### src/rtl/mul8_sequencer.sv
// 8x8 multiply sequencer that drives one shared external 4x4 multiplier through four nibble phases.
// Define MUL8_SIGNED_EN to add two's-complement operands, selected per operation by in_signed.
module mul8_sequencer #(
  parameter int MUL_LAT = 0
) (
  input  logic        clk,
  input  logic        rst_n,
  input  logic        clr,
  input  logic        in_valid,
  output logic        in_ready,
  input  logic [7:0]  in_a,
  input  logic [7:0]  in_b,
  input  logic        in_signed,
  output logic        out_valid,
  input  logic        out_ready,
  output logic [15:0] out_result,
  output logic        busy,
  output logic [3:0]  mul_a,
  output logic [3:0]  mul_b,
  input  logic [7:0]  mul_p
);

  typedef enum logic [1:0] {IDLE, MUL, DONE} state_t;

  localparam logic [1:0] LAST_CNT = 2'(MUL_LAT);

  state_t      state;
  logic [7:0]  a_q, b_q;
  logic [1:0]  phase, lat_cnt;
  logic [15:0] acc;

  logic [7:0]  a_mag, b_mag;
  logic [1:0]  next_phase;
  logic [15:0] term, acc_next, result;

`ifdef MUL8_SIGNED_EN
  logic neg_q;

  // Magnitudes are exact in 8 bits unsigned, including |-128| = 128.
  assign a_mag  = (in_signed && in_a[7]) ? -in_a : in_a;
  assign b_mag  = (in_signed && in_b[7]) ? -in_b : in_b;
  assign result = neg_q ? -acc_next : acc_next;
`else
  logic unused_signed;

  assign unused_signed = in_signed;
  assign a_mag         = in_a;
  assign b_mag         = in_b;
  assign result        = acc_next;
`endif

  assign in_ready   = (state == IDLE);
  assign busy       = (state != IDLE);
  assign next_phase = phase + 2'd1;

  // NOTE: every always_comb output gets a default first so no path can infer a latch.
  always_comb begin
    term = 16'd0;
    case (phase)
      2'd0:    term = {8'd0, mul_p};
      2'd1,
      2'd2:    term = {4'd0, mul_p, 4'd0};
      default: term = {mul_p, 8'd0};
    endcase
    acc_next = acc + term;
  end

  // NOTE: sequential state uses non-blocking assignments only, so every register sees pre-edge values.
  always_ff @(posedge clk or negedge rst_n) begin
    if (!rst_n) begin
      state      <= IDLE;
      a_q        <= 8'd0;
      b_q        <= 8'd0;
      phase      <= 2'd0;
      lat_cnt    <= 2'd0;
      acc        <= 16'd0;
      out_valid  <= 1'b0;
      out_result <= 16'd0;
      mul_a      <= 4'd0;
      mul_b      <= 4'd0;
`ifdef MUL8_SIGNED_EN
      neg_q      <= 1'b0;
`endif
    end else if (clr) begin
      state     <= IDLE;
      phase     <= 2'd0;
      lat_cnt   <= 2'd0;
      acc       <= 16'd0;
      out_valid <= 1'b0;
      mul_a     <= 4'd0;
      mul_b     <= 4'd0;
    end else begin
      case (state)
        IDLE: begin
          if (in_valid) begin
            a_q     <= a_mag;
            b_q     <= b_mag;
            acc     <= 16'd0;
            phase   <= 2'd0;
            lat_cnt <= 2'd0;
            mul_a   <= a_mag[3:0];
            mul_b   <= b_mag[3:0];
            state   <= MUL;
`ifdef MUL8_SIGNED_EN
            neg_q   <= in_signed & (in_a[7] ^ in_b[7]);
`endif
          end
        end
        MUL: begin
          // Operands stay put for MUL_LAT+1 cycles; the product is taken on the last one.
          if (lat_cnt == LAST_CNT) begin
            acc     <= acc_next;
            lat_cnt <= 2'd0;
            phase   <= next_phase;
            if (phase == 2'd3) begin
              state      <= DONE;
              out_valid  <= 1'b1;
              out_result <= result;
              mul_a      <= 4'd0;
              mul_b      <= 4'd0;
            end else begin
              mul_a <= next_phase[0] ? a_q[7:4] : a_q[3:0];
              mul_b <= next_phase[1] ? b_q[7:4] : b_q[3:0];
            end
          end else begin
            lat_cnt <= lat_cnt + 2'd1;
          end
        end
        DONE: begin
          if (out_ready) begin
            state     <= IDLE;
            out_valid <= 1'b0;
          end
        end
        default: state <= IDLE;
      endcase
    end
  end

endmodule

### config.mk
export PLATFORM = sky130hd
export DESIGN_NAME = mul8_sequencer
export DESIGN_NICKNAME = d
export VERILOG_FILES = /design/src/rtl/mul8_sequencer.sv
export SDC_FILE = /design/constraint.sdc
export NUM_CORES = 1
export LEC_CHECK = 0
export ABC_AREA = 1
export CORE_ASPECT_RATIO = 1.2
export CORE_MARGIN = 2
export CORE_UTILIZATION = 54
export DETAILED_ROUTE_END_ITERATION = 10
export PLACE_DENSITY = 0.8
export SLEW_MARGIN = 20
export SYNTH_ARGS = -nofsm -noshare
export SYNTH_HDL_FRONTEND = slang
export SYNTH_SLANG_ARGS = --single-unit
### constraint.sdc
create_clock -name clk -period 3.35 [get_ports clk]
set_input_delay 0.5025 -clock clk [delete_from_list [all_inputs] [get_ports clk]]
set_output_delay 0.5025 -clock clk [all_outputs]
set_load 0.01 [all_outputs]
### Word-level counts from Yosys, hierarchy flattened

Index checks and enable logic that the tools add are counted.

* bits in registers: 63
* input bits: 30
* output and inout port bits: 27
* logic and storage cells: 71

* eq/ne operators: 9
* reductions and logical operators: 13
* add/subtract/negate cells: 3
* mux-type cells: 35
* bitwise logic cells: 1

Operators with widths (number)
* 16-bit one-hot mux with 2 select lines: 2
* 16-bit two-way mux: 3
* 4-bit two-way mux: 10
* 2-bit two-way mux: 10
* 16-bit adder: 1
* 4-bit one-hot mux with 2 select lines: 2
* 3-bit != test (second input constant): 4
* 4-bit AND reduction: 3
* 2-bit one-hot mux with 2 select lines: 2
* 2-bit equality test (second input constant): 3
* 2-bit logical NOT: 3
* 2-bit one-hot mux with 3 select lines: 1
* 3-bit AND reduction: 2
* 3-bit nonzero test: 2
* 2-bit by 1-bit adder with 2-bit output (second input constant): 2
* 2-bit by 1-bit equality test with 1-bit output (second input constant): 2
* 1-bit two-way mux: 4
* 1-bit one-hot mux with 2 select lines: 1
* 2-bit AND reduction: 1
* 2-bit nonzero test: 1
* 2-bit OR reduction: 1
* 1-bit inverter: 1

### Longest topological paths before layout

* depth after elaboration: 7
* depth in mapped cells: 16
* gate-level depth less buffers: 15

### Least setup slack after synthesis

OpenSTA, ideal clock, no wires.

* path kind: register -> register
* start: register phase[0]
* end: register acc[7]
* setup slack: 0.667 ns
* required time: 3.233 ns
* stages on the path, launching flop included: 15
* arrival: 2.566 ns
* path through: dfrtp_1 -> clkbuf_1 -> inv_1 -> ha_1 -> clkbuf_1 -> nand2_1 -> o22ai_1 -> ha_1 -> nand2_1 -> inv_1 -> a21oi_1 -> nand2_1 -> or2_2 -> nand3_1 -> nand2_1

* longest elaborated chain between the ends: 7
* elaborated cells between the ends (all ways): 9
* classes of those cells: 1 x add/sub; 2 x eq/ne; 4 x mux; 2 x reduce/logical

RTL lines
* start: declaration: line 29 `logic [1:0] phase, lat_cnt;`
* start signal: assignment: line 114 `phase <= next_phase;`
* 2-bit by 1-bit equality test with 1-bit output or 2-bit equality test (tied branches): line 59 `case (phase)`
* 2-bit OR reduction: line 59
* 16-bit one-hot mux with 2 select lines *: line 59
* 16-bit adder *: line 65 `acc_next = acc + term;`
* 16-bit two-way mux *: line 111 `if (lat_cnt == LAST_CNT) begin`
* 16-bit one-hot mux with 2 select lines *: line 93 `case (state)`
* 16-bit two-way mux *: line 84 `end else if (clr) begin`
* end signal: assignment: line 112 `acc <= acc_next;`
* end: declaration: line 30 `logic [15:0] acc;`

Mark *: on every way between the ends. The rest lies on a longest branch, timed or not. The select of a mux whose other input is x is not followed.
A chain may end at the register's enable or synchronous reset.

### Worst setup path after layout

* start: register phase[0]
* end: register acc[6]

The elaborated chain is that of the path after synthesis.

==> flow_summary.yaml <==
logic_synthesis:
  syn_nets: 536
  synth_commonest_cells: "nand2_1 (184), inv_1 (65), dfrtp_1 (63)"
  synth-edff-count: 0
  synth_top_area_share_pct: 42.44
  yosysWarnings: 0
  ys_async_sr_fraction_pct: 100.0
  syn-instance-count: 486
  synth_area_mm2: 0.003715
  seq_area_frac_synth_pct: 42.44
  yosys.area.top_type: "dfrtp_1"
  synth_area_leaders: "dfrtp_1 (42%), nand2_1 (19%), inv_1 (6.6%), ha_1 (6.4%), nand3_1 (3.9%)"
  ys_types: 32
  ys_seq_elements: 63
  yosysMostFrequentCell: "nand2_1"
  synthFlopType: "dfrtp_1"
  postSynthAreaPerCell_um2: 7.644
sta:
  hold_violations: 0
  slew-limit-headroom_pct: 54.24
  fin_tns_setup_ns: 0
  worstMarginPinSlew_ns: 0.6864
  layout_setup_ws_ns: 0.4442
  max_freq_mhz: 344.1
  fin_crit_ns: 2.906
  rsz0062_at_grt: "false"
  slew_violations: 0
  setup_viol_count_final: 0
  period_share_pct: 86.74
  skew_ns: 0.01038
power_and_ir_drop:
  pwr-share-seq_pct: 43.3
  internal-power_uw: 1408
  p_per_area_mw_per_mm2: 436.8
  combPwrFrac_pct: 17.4
  pwr-share-clk_pct: 39.3
  vdd_drop_max_uv: 338.4
  netSwitchingFraction_pct: 29.17
  switchingPower_uw: 580.0
  leakage_uw: 0.002486
final_layout:
  final_core_util_pct: 67.63
  area_growth_pct: 22.53
  fin_cells: 637
  drive_gt1_share_pct: 8.545
  diodes: 0
  finalNetCount: 595
detailed_routing:
  dr.first_iter.drc_count: 189
  wire_per_inst_um: 13.51
  dr.pass1.iters: 4
  drc: 0
  drt-total-wl_um: 8606
  avgViaCountPerCell: 5.203
  vias: 3314
  antenna_left: 0
min_path:
  hold_path_class: "in -> async"
placed_design:
  place_congestion: 0.9638
  pre_cts_slack_ns: 0.4838
  hpwl_um: 6390
  portBuffers: 55
  dp.cells: 621
clock_tree:
  tritoncts: "done"
  htreeDepth: 3
  cts.sinks: 63
  worstSkewPairLatency_ns: 0.36
  cts_resized: 0
  clk_pin_slew_ns: 0.08
  cts_hold_buf: 0
  post_cts_buffers: 0
  numCtsBuffers: 9
  clk_path_buf_depth: 2
  cts_root_buffer: "clkbuf_8"
grt:
  grt_overflow: 0
  grt_usage_pct: 25.33
  grt_max_degree: 32
  antenna_found_initial: 0
  grt_pass1_wl_um: 14720
  grt_pass1_vias: 3298
critical_path:
  crit_fanout: 8
  cp-start-kind: "flip-flop"
  required_ns: 3.60
  critPathCaptureType: "flip-flop"
  crit_arrival_ns: 3.16
  critPathMaxStageDelay_ns: 0.54
  crit_top_cell: "nand2_1"
  path_cells: "ha_1 > inv_2 > nand2_1 > nor2_1 > ha_1 > fa_1 > nand2_1 > nand2_1 > nand3b_1 > nand2_1 > or2_2 > nand3_1 > nand2_1"
  slowest_stage: "dfrtp_1"
  crit_type: "reg -> reg"
floorplanning:
  initial_utilization_pct: 55.20
  die_w_um: 79.72
  dieArea_mm2: 0.007561
  io_pins: 57
  num_rows: 33
  die_h_um: 94.86
  core_mm2: 0.006730
status:
  status: "finished clean"
job:
  max_cap_viol_count: 0
==> metal layers <==
| metal | vias to the layer above | routed length [um] | global-route usage [%] |
|---|---|---|---|
| met4 | 0 | 242 | 13.51 |
| met2 | 91 | 4307 | 42.02 |
| met5 | - | 0 | 0 |
| li1 | 1653 | - | - |
| met3 | 22 | 422 | 5.545 |
| met1 | 1548 | 3634 | 30.65 |
==> registers in the layout, summed over array words and instances (netlist names) <==
name and flops:
mul_a 4, phase 2, a_q 8, out_result 16, b_q 8, acc 16, mul_b 4, lat_cnt 2
state 2, out_valid 1
==> path summary, 6_finish.rpt <==
kind,cells after the start,slack (ns),start,end
max reg2reg,13,0.44,phase[0]$_DFFE_PN0P_,acc[6]$_DFFE_PN0P_
min,1,0.18,rst_n,acc[1]$_DFFE_PN0P_
min reg2reg,2,0.48,out_result[11]$_DFFE_PN0P_,out_result[11]$_DFFE_PN0P_
max in group asynchronous,2,2.47,rst_n,phase[0]$_DFFE_PN0P_
max,13,0.44,phase[0]$_DFFE_PN0P_,acc[6]$_DFFE_PN0P_
min in group clk,2,0.48,out_result[11]$_DFFE_PN0P_,out_result[11]$_DFFE_PN0P_
==> cell families (layout without fill, tap and decap cells) <==
logic type | count (synthesis) | after routing | share of synthesized area [%]
compound gates | 51 | 51 | 7.579
flops | 63 | 63 | 42.44
buf+inv | 82 | 146 | 9.262
simple gates | 249 | 249 | 28.02
fa+ha+maj | 20 | 20 | 6.938
xor+xnor | 5 | 5 | 1.179
mux | 16 | 16 | 4.581
==> cell type report <==
type,count,area [um^2]
clock buffer,9,123.9
clock inverter,7,103.9
fill,565,2178
inverter,71,269.0
multi-input combinational,341,1794
sequential,63,1577
tap,87,108.9
timing repair buffer,59,575.6
==> power by group through the flow <==
| stage | logic [uW] | registers (uW) | clock network (uW) |
|---|---|---|---|
| 2_1_floorplan | 216 | 869 | 0 |
| 3_3_place_gp | 334 | 872 | 0 |
| 3_5_place_dp | 344 | 874 | 0 |
| 4_1_cts | 346 | 860 | 786 |
| 5_1_grt | 390 | 869 | 812 |
| 6_report | 345 | 861 | 782 |
==> metrics by stage <==
| stage | total power (uW) | cell area, um^2 | hold slack (ns) |
|---|---|---|---|
| 2_1_floorplan | 1085 | 3715 | 0.2069 |
| 3_3_place_gp | 1206 | 4324 | 0.4611 |
| 3_5_place_dp | 1218 | 4324 | 0.4662 |
| 4_1_cts | 1993 | 4552 | 0.1994 |
| 5_1_grt | 2071 | 4552 | 0.2443 |
| 6_report | 1988 | 4552 | 0.1784 |
==> critical path: cells and delay by family, from the launching register on <==
kind                       cells  cell delay (ns)
DFF                            1             0.54
buffers and inverters          1             0.15
adders and majority gates      3             1.00
and+or+nand+nor                9             1.11
==> cell usage in the layout, fill, tap and decap left out, types with 2 or more instances in the layout <==
master / instances
nor3_1: 3
inv_1: 65
mux2_2: 8
ha_1: 19
clkdlybuf4s50_1: 54
clkinv_4: 3
clkbuf_8: 9
xor2_1: 4
nand3_1: 29
o21ai_0: 22
o22ai_1: 16
inv_6: 2
buf_4: 4
nor2_1: 16
nand3b_1: 4
dfrtp_1: 63
o21ai_1: 3
nand2_1: 184
mux2i_1: 8
inv_2: 5
or2_2: 5
a21oi_1: 8
nor2_2: 2
bufinv_16: 2
Power figures use the tool's default switching activity.
